<file path="config.mk">
export PLATFORM = sky130hd
export DESIGN_NAME = shift_sequencer
export DESIGN_NICKNAME = d
export VERILOG_FILES = /design/src/rtl/shift_sequencer.sv
export SDC_FILE = /design/constraint.sdc
export NUM_CORES = 1
export LEC_CHECK = 0
export ABC_CLOCK_PERIOD_IN_PS = 4700
export CORE_ASPECT_RATIO = 0.5
export CORE_MARGIN = 1
export CORE_UTILIZATION = 60
export CTS_BUF_LIST = sky130_fd_sc_hd__clkbuf_8
export DETAILED_ROUTE_END_ITERATION = 10
export DONT_BUFFER_PORTS = 1
export PLACE_DENSITY_LB_ADDON = 0.15
export RECOVER_POWER = 50
export SYNTH_ARGS = -nofsm -noshare
export SYNTH_HDL_FRONTEND = slang
export SYNTH_SLANG_ARGS = --single-unit
</file>
<file path="constraint.sdc">
create_clock -name CLK -period 4.7 [get_ports CLK]
set_input_delay 0.94 -clock CLK [delete_from_list [all_inputs] [get_ports CLK]]
set_output_delay 0.94 -clock CLK [all_outputs]
set_load 0.02 [all_outputs]
</file>
<file path="src/rtl/shift_sequencer.sv">
// ---------------------------------------------------------------------------
// shift_sequencer
//   Multi-cycle shift/rotate controller for the 8-bit datapath. Any amount
//   0..255 is applied by iterating four 3-bit-amount shift units
//   (left, right, arithmetic_right, rotate_right) on an accumulator, at most
//   MAX_STEP bit positions per RUN cycle.
//
// Ports:
//   CLK     in   1  clock, rising edge
//   RESET   in   1  synchronous active-high reset (priority over START)
//   START   in   1  request strobe, sampled only in IDLE
//   OPCODE  in   2  00 SLL, 01 SRL, 10 SRA, 11 ROR
//   DATA    in   8  operand, latched at accept
//   AMOUNT  in   8  shift amount, latched at accept
//   RESULT  out  8  registered result, updated only on completion
//   BUSY    out  1  high while in RUN
//   DONE    out  1  one-cycle completion pulse
// ---------------------------------------------------------------------------

// ---------------------------------------------------------------------------
// left: logical shift left by 0..7.
//   DATA in 8, SHIFT in 3, RESULT out 8
// ---------------------------------------------------------------------------
module left (
  input  logic [7:0] DATA,
  input  logic [2:0] SHIFT,
  output logic [7:0] RESULT
);
  assign RESULT = DATA << SHIFT;
endmodule

// ---------------------------------------------------------------------------
// right: logical shift right by 0..7.
//   DATA in 8, SHIFT in 3, RESULT out 8
// ---------------------------------------------------------------------------
module right (
  input  logic [7:0] DATA,
  input  logic [2:0] SHIFT,
  output logic [7:0] RESULT
);
  assign RESULT = DATA >> SHIFT;
endmodule

// ---------------------------------------------------------------------------
// arithmetic_right: sign-filling shift right by 0..7.
//   DATA in 8, SHIFT in 3, RESULT out 8
// ---------------------------------------------------------------------------
module arithmetic_right (
  input  logic [7:0] DATA,
  input  logic [2:0] SHIFT,
  output logic [7:0] RESULT
);
  logic signed [7:0] sdata;

  assign sdata  = DATA;
  assign RESULT = sdata >>> SHIFT;
endmodule

// ---------------------------------------------------------------------------
// rotate_right: rotate right by 0..7.
//   DATA in 8, SHIFT in 3, RESULT out 8
// ---------------------------------------------------------------------------
module rotate_right (
  input  logic [7:0] DATA,
  input  logic [2:0] SHIFT,
  output logic [7:0] RESULT
);
  logic [15:0] dbl;

  // Shifting the doubled word right leaves the rotated byte in the low half.
  assign dbl    = {DATA, DATA} >> SHIFT;
  assign RESULT = dbl[7:0];
endmodule

// ---------------------------------------------------------------------------
// shift_sequencer top
// ---------------------------------------------------------------------------
module shift_sequencer #(
  parameter int unsigned MAX_STEP    = 7,    // 1..7 bit positions per RUN cycle
  parameter bit          FAST_ROTATE = 1'b1  // reduce ROR amount mod 8 at accept
) (
  input  logic       CLK,
  input  logic       RESET,
  input  logic       START,
  input  logic [1:0] OPCODE,
  input  logic [7:0] DATA,
  input  logic [7:0] AMOUNT,
  output logic [7:0] RESULT,
  output logic       BUSY,
  output logic       DONE
);

  typedef enum logic [1:0] {
    IDLE = 2'd0,
    RUN  = 2'd1,
    FIN  = 2'd2
  } state_t;

  typedef enum logic [1:0] {
    OP_SLL = 2'b00,
    OP_SRL = 2'b01,
    OP_SRA = 2'b10,
    OP_ROR = 2'b11
  } op_t;

  localparam logic [7:0] STEP_MAX = 8'(MAX_STEP);

  state_t     state;
  op_t        op;
  logic [7:0] acc;
  logic [7:0] rem;
  logic [7:0] result_q;

  logic [7:0] step;
  logic [7:0] rem_next;
  logic [2:0] shift;
  logic [7:0] eff_amount;
  logic       saturated;

  logic [7:0] sll_out;
  logic [7:0] srl_out;
  logic [7:0] sra_out;
  logic [7:0] ror_out;
  logic [7:0] unit_out;

  // All four units see the same accumulator and amount; only the latched
  // opcode's output is consumed.
  left u_left (
    .DATA   (acc),
    .SHIFT  (shift),
    .RESULT (sll_out)
  );

  right u_right (
    .DATA   (acc),
    .SHIFT  (shift),
    .RESULT (srl_out)
  );

  arithmetic_right u_arithmetic_right (
    .DATA   (acc),
    .SHIFT  (shift),
    .RESULT (sra_out)
  );

  rotate_right u_rotate_right (
    .DATA   (acc),
    .SHIFT  (shift),
    .RESULT (ror_out)
  );

  // Amount actually iterated for the incoming request. Rotation by 8 is the
  // identity, so the fast path keeps only the low three bits.
  always_comb begin
    eff_amount = AMOUNT;
    if (FAST_ROTATE && (op_t'(OPCODE) == OP_ROR)) begin
      eff_amount = {5'b0, AMOUNT[2:0]};
    end
  end

  // Per-cycle chunk: min(rem, MAX_STEP). STEP_MAX <= 7 keeps it in 3 bits.
  always_comb begin
    step     = (rem < STEP_MAX) ? rem : STEP_MAX;
    rem_next = rem - step;
    shift    = step[2:0];
  end

  always_comb begin
    unit_out = sll_out;
    unique case (op)
      OP_SLL: unit_out = sll_out;
      OP_SRL: unit_out = srl_out;
      OP_SRA: unit_out = sra_out;
      OP_ROR: unit_out = ror_out;
    endcase
  end

  // Once the accumulator reaches a fixed point of the selected shift, further
  // iterations cannot change it, so the remaining amount is irrelevant.
  always_comb begin
    saturated = 1'b0;
    unique case (op)
      OP_SLL: saturated = (acc == 8'h00);
      OP_SRL: saturated = (acc == 8'h00);
      OP_SRA: saturated = (acc == 8'h00) || (acc == 8'hFF);
      OP_ROR: saturated = 1'b0;
    endcase
  end

  always_ff @(posedge CLK) begin
    if (RESET) begin
      state    <= IDLE;
      op       <= OP_SLL;
      acc      <= '0;
      rem      <= '0;
      result_q <= '0;
    end else begin
      unique case (state)
        IDLE: begin
          if (START) begin
            acc <= DATA;
            op  <= op_t'(OPCODE);
            rem <= eff_amount;
            if (eff_amount == 8'h00) begin
              result_q <= DATA;
              state    <= FIN;
            end else begin
              state <= RUN;
            end
          end
        end
        RUN: begin
          if (saturated) begin
            result_q <= acc;
            state    <= FIN;
          end else begin
            acc <= unit_out;
            rem <= rem_next;
            if (rem_next == 8'h00) begin
              result_q <= unit_out;
              state    <= FIN;
            end
          end
        end
        FIN: begin
          state <= IDLE;
        end
        default: begin
          state <= IDLE;
        end
      endcase
    end
  end

  assign RESULT = result_q;
  assign BUSY   = (state == RUN);
  assign DONE   = (state == FIN);

endmodule
</file>
==> out/results.txt, run 1 <==
cts-stage hold buffer count - 0
FP Rows - 16
net count after synthesis - 371
Worst Hold Depth - 2
DRT iter0 DRCs - 404
Clk Latency, worst-skew pair - 290 ps
Setup TNS - 0 ps
initial antenna violation count - 0
fmax - 0.262 GHz
Syn Inst Count - 349
H-tree depth - 1
CP max stage cell - nor3_1
fin. max-slew vios - 0
Num Clock Sinks - 28
gp weighted congestion - 1.02
antenna-violating nets left - 0
RR Startpoint - rem[5]$_SDFFE_PP0P_
CP Max Fanout - 11
grt met1 use - 47.3%
CP endpoint kind - flop
Final setup viols - 0
Final nets - 346
I/O Buffers - 0
Max VDD drop - 0.243 mV
worst-margin pin slew - 1400 ps
total power draw - 0.00150 W
largest net degree at the start of global routing - 30
Yosys cell types - 65
vias per cell - 7.39
core area - 3940 um2
detailed placer's ending HPWL - 5390 um
number of synthesized flops with an enable pin - 0
grt met2 use - 52.9%
Clock Tree Root - clkbuf_8
Hold Startpoint - state[0]$_SDFFE_PP0P_
Static Leakage - 0.857 nW
Post-synth ARST share - 0%
share of the synthesized area in the top cell type - 22.4%
wire per inst - 20.1 um
DRC - 0
1st-pass router iterations - 5
cells on worst reg2reg path - 11
total track usage - 34.3%
number of global-route vias before repair - 2259
Power Density - 597 nW/um2
RR Endpoint - RESULT[7]$_SDFFE_PP0P_
Slew HR - 6.05%
skew final - 11.1 ps
WP data required - 4920 ps
DIE AREA - 4450 um2
design area - 2510 um2
Hold Path End - state[0]$_SDFFE_PP0P_
Die Ht - 47.7 um
Post-Place Cell Area - 2450 um2
RSZ-0062 raised after global routing - false
WHS - 592 ps
Syn. warnings - 0
CP most frequent cell - nand2_1
Max clock buf depth - 2
synth top area cells - dfxtp_1, a21oi_1, nor2_1, nand2_1, mux2i_1
worst-path cell chain - nor3_1 -> nand2_1 -> nand2_1 -> ha_1 -> nor4b_1 -> o32a_1 -> o211a_1 -> a31oi_1 -> o32ai_2 -> o211ai_1 -> a21oi_1
worst slack, placed - 1020 ps
dominant synthesized flop cell - dfxtp_1
synthesized area per cell - 7.18 um2
Hold WC Path Type - reg2reg
met3 GRT Util - 8.73%
Mapped Area - 2500 um2
commonest non-fill, non-tap cell in the layout - nor2_1
layout cells sized above 1 - 7.74%
Ports - 31
max-cap violations - 0
via count - 2786
post-CTS setup buffer count - 0
Layout area overhead - 0.350%
most frequent cells in the layout - nor2_1, nand2_1, a21oi_1
WP data arrival - 4040 ps
grt ovf - 0
Synth area leader - dfxtp_1
sequential element share of the synthesized area - 22.4%
starting density of the core - 63.5%
CTS tree - done
synthesized flop and latch total - 28
Final min period - 3810 ps
Final Hold Vio Count - 0
Tcrit/Tclk final - 81.2%
cts repair resizes - 0
ant diodes - 0
first-pass GRT wire length - 11400 um
Fillers - 347
GRT busiest layer - met2
Num CTS Buffers - 3
type of the worst setup path - reg2reg
Clk pin slew, worst setup/hold paths - 110 ps
die width - 93.4 um
status - finished, final reports clean
worst setup margin - 885 ps
crit-path max cell delay - 690 ps
R2R Setup Slk - 890 ps
crit start category - flop
Routed WL - 7570 um
-- stage by stage --
stage,cells,util (%)
2_1_floorplan,349,-
3_3_place_gp,373,62.2
3_5_place_dp,373,62.2
4_1_cts,377,64.0
5_1_grt,377,63.7
6_report,377,63.7
-- registers in the layout, indices dropped and copies added, names as in the netlist --
name and cells:
RESULT 8, rem 8, acc 8, state 2, op 2
-- Yosys cell counts, types with 2 or more instances --
cell,n
inv_1,8
buf_4,2
o41ai_1,2
o32ai_1,2
buf_2,6
or3_1,2
a311oi_1,5
clkbuf_1,20
nor4b_1,2
buf_6,2
and2_1,4
nand2b_1,11
nor4_1,4
a221oi_1,3
a2111oi_0,2
nand4_1,4
and3_1,2
nor2_1,38
and4_1,2
nor2b_1,6
buf_1,3
a31oi_1,9
o211a_1,2
a22oi_1,5
a211oi_1,6
nand2_1,35
o221ai_1,4
o22ai_1,3
xnor2_1,2
a21oi_1,32
nand3b_1,3
dfxtp_1,28
or2_2,5
mux2i_1,13
o21ai_0,13
mux2_2,4
o211ai_1,6
nand3_1,10
nor3_1,11
o311ai_0,3
-- cell type report --
cell class                      count  area [um2]  share of cell area [%]
Sequential cell                    28         561                    22.3
Clock buffer                        3        41.3                    1.64
Inverter                            8        30.0                    1.19
Multi-Input combinational cell    279        1760                    69.9
Timing Repair Buffer                4        26.3                    1.05
Tap cell                           54        67.6                    2.69
Clock inverter                      1        30.0                    1.19
-- power breakdown --
group	total [W]	switching, W	internal (W)
clock network	0.000198	0.0000834	0.000114
logic	0.000881	0.000548	0.000332
registers	0.000422	0.000139	0.000284
-- metal layers --
metal / wire (um) / share of wire (%) / vias to the layer above
met5: 0 / 0 / -
met4: 145 / 1.9 / 0
met3: 1010 / 13 / 24
met2: 3180 / 42 / 221
met1: 3240 / 43 / 1283
li1: - / - / 1258
-- worst max-delay path: cells and delay by family, from the launching register on --
family	cells	cell delay (ps)
AO/OA/AOI/OAI	6	1530
AND/OR/NAND/NOR	4	1440
flip-flops	1	430
adder cells (fa/ha/maj)	1	350
-- worst max-delay path by stage --
stage / slack [ps] / to / start / cells after the start
finish: 890 / RESULT[7]$_SDFFE_PP0P_ / rem[5]$_SDFFE_PP0P_ / 11
global route: 640 / RESULT[4]$_SDFFE_PP0P_ / rem[5]$_SDFFE_PP0P_ / 11
CTS: 990 / RESULT[4]$_SDFFE_PP0P_ / rem[5]$_SDFFE_PP0P_ / 11
detailed placement: 1020 / RESULT[7]$_SDFFE_PP0P_ / rem[5]$_SDFFE_PP0P_ / 11
global placement: 1430 / RESULT[1]$_SDFFE_PP0P_ / rem[5]$_SDFFE_PP0P_ / 11
floorplan: 1710 / RESULT[0]$_SDFFE_PP0P_ / rem[7]$_SDFFE_PP0P_ / 14
-- kinds of logic after synthesis --
kind of cell	synth area share, %
mux	6.99
buf+inv	7.54
simple gates	29.1
xor+xnor	0.699
fa+ha+maj	0.499
flops	22.4
compound gates	32.8
(Power assumes the default switching activity.)
==> inputs of run 2 (changes only) <==
--- a/config.mk
+++ b/config.mk
@@ -5,7 +5,7 @@
 export SDC_FILE = /design/constraint.sdc
 export NUM_CORES = 1
 export LEC_CHECK = 0
-export ABC_CLOCK_PERIOD_IN_PS = 4700
+export ABC_CLOCK_PERIOD_IN_PS = 3300
 export CORE_ASPECT_RATIO = 0.5
 export CORE_MARGIN = 1
 export CORE_UTILIZATION = 60
==> constraint.sdc (replaced) <==
create_clock -name CLK -period 3.3 [get_ports CLK]
set_input_delay 0.66 -clock CLK [delete_from_list [all_inputs] [get_ports CLK]]
set_output_delay 0.66 -clock CLK [all_outputs]
set_load 0.02 [all_outputs]
==> run 2 against run 1 <==
Routed wire length is 7.9% higher. First-iteration DRC count is 18% lower. Non-clock buffer count is 8 higher. Combinational power is 53% higher. Critical path type unchanged. Largest power group unchanged. Highest routed layer unchanged.
==> out/results.txt, run 2 (synthesized netlist as in run 1, its figures left out) <==
DIE AREA - 4450 um2
detailed placer's ending HPWL - 5960 um
Post-Place Cell Area - 2510 um2
Max VDD drop - 0.392 mV
layout cells sized above 1 - 10.3%
FP Rows - 16
Die Ht - 47.7 um
1st-pass router iterations - 5
Seq pwr share - 25.9%
critical path startpoint - rem[3]$_SDFFE_PP0P_
Final min period - 3120 ps
CP endpoint kind - flop
status - finished, final reports clean
Switch Pwr - 0.00113 W
die width - 93.4 um
Num CTS Buffers - 3
area of the multi-input gates - 1760 um2
largest net degree at the start of global routing - 30
Final nets - 354
type of the worst setup path - reg2reg
CTS tree - done
Fillers - 360
Int Pwr - 0.00107 W
Ports - 31
cells on worst reg2reg path - 9
H-tree depth - 1
Max clock buf depth - 2
FF+latch area - 564 um2
placed insts - 381
fin. max-slew vios - 0
Clk Latency, worst-skew pair - 290 ps
non-filler cells, final - 385
RSZ-0062 raised after global routing - false
Final Hold Vio Count - 0
Logic pwr share - 61.2%
max-cap violations - 0
gp weighted congestion - 0.972
Setup TNS - 0 ps
cts-stage hold buffer count - 0
Tcrit/Tclk final - 94.5%
most frequent cells in the layout - nor2_1, nand2_1, a21oi_1
total track usage - 37.2%
DRC - 0
grt ovf - 0
core area - 3940 um2
first-pass GRT wire length - 12200 um
Final setup viols - 0
fmax - 0.321 GHz
commonest non-fill, non-tap cell in the layout - nor2_1
vias per cell - 7.17
via count - 2760
Num Clock Sinks - 28
CP Max Fanout - 13
crit start category - flop
Power Density - 857 nW/um2
RR Startpoint - rem[3]$_SDFFE_PP0P_
Clk pwr share - 12.9%
wire per inst - 21.2 um
ant diodes - 0
RR Endpoint - acc[3]$_SDFFE_PP0P_
Layout area overhead - 2.65%
Static Leakage - 0.893 nW
Clk pin slew, worst setup/hold paths - 110 ps
antenna-violating nets left - 0
skew final - 11.6 ps
Routed WL - 8170 um
number of global-route vias before repair - 2354
I/O Buffers - 0
Hold WC Path Type - in2reg
starting density of the core - 63.5%
worst-margin pin slew - 798 ps
R2R Setup Slk - 180 ps
sw frac - 51.5%
WP data required - 3520 ps
post-CTS setup buffer count - 0
Slew HR - 46.8%
WP data arrival - 3340 ps
Clock Tree Root - clkbuf_8
DRT iter0 DRCs - 331
CP endpoint - acc[3]$_SDFFE_PP0P_
design area - 2570 um2
initial antenna violation count - 0
==> run 2: changes by cell type in the layout (fill, tap and decap cells not counted), sizes merged <==
| cell | delta |
|---|---|
| buf | +6 |
| clkbuf | +2 |
==> run 2: timing repair <==
item	CTS	global route
gates resized for setup	0	3
setup endpoints to repair	0	5
endpoints found under the hold margin	0	0
==> run 2: how the worst min path moves through the flow <==
| stage | start | endpoint | slack (ps) | cells past startpoint |
|---|---|---|---|---|
| 2_1_floorplan | acc[3]$_SDFFE_PP0P_ | acc[3]$_SDFFE_PP0P_ | 520 | 2 |
| 3_3_place_gp | state[0]$_SDFFE_PP0P_ | state[0]$_SDFFE_PP0P_ | 560 | 2 |
| 3_5_place_dp | RESULT[4]$_SDFFE_PP0P_ | RESULT[4]$_SDFFE_PP0P_ | 580 | 2 |
| 4_1_cts | RESET | op[0]$_SDFFE_PP0P_ | 420 | 1 |
| 5_1_grt | RESET | rem[7]$_SDFFE_PP0P_ | 410 | 1 |
| 6_report | RESET | rem[5]$_SDFFE_PP0P_ | 420 | 1 |
==> run 2: stage by stage <==
step	worst slack [ps]	total power, W	hold WS, ps	util, %
floorplan	309	0.00155	516	-
global placement	409	0.00186	556	63.7
detailed placement	251	0.00188	579	63.7
CTS	172	0.00216	423	65.5
global route	29.0	0.00233	410	65.2
finish	180	0.00220	424	65.2
==> run 2: layer usage <==
metal  track usage (%)  vias up  part of all wire [%]
met3              8.73       19                    11
met5                 0        -                     0
met1              51.8     1298                    45
li1                  -     1272                     -
met4              8.31        0                   1.3
met2              60.0      171                    42
==> run 2: area by class of cell <==
cell class,instances,area share (%)
clock buffer,3,1.61
tap,54,2.63
multi-input combinational,279,68.4
timing repair buffer,12,3.07
clock inverter,1,1.17
inverter,8,1.17
sequential,28,21.9
==> run 2: critical path, stage by stage (launching register included) <==
cell and delay (ps):
dfxtp_1 330, buf_4 180, or4_1 800, nor3_2 200
clkbuf_1 500, o311ai_0 210, o21bai_1 200, o221ai_1 340
nor2_1 80, a211oi_1 200
==> run 2: power groups by stage <==
stage / clock (W) / combinational, W / sequential, W
2_1_floorplan: 0 / 0.00109 / 0.000466
3_3_place_gp: 0 / 0.00129 / 0.000563
3_5_place_dp: 0 / 0.00131 / 0.000568
4_1_cts: 0.000283 / 0.00132 / 0.000560
5_1_grt: 0.000300 / 0.00145 / 0.000578
6_report: 0.000284 / 0.00135 / 0.000572
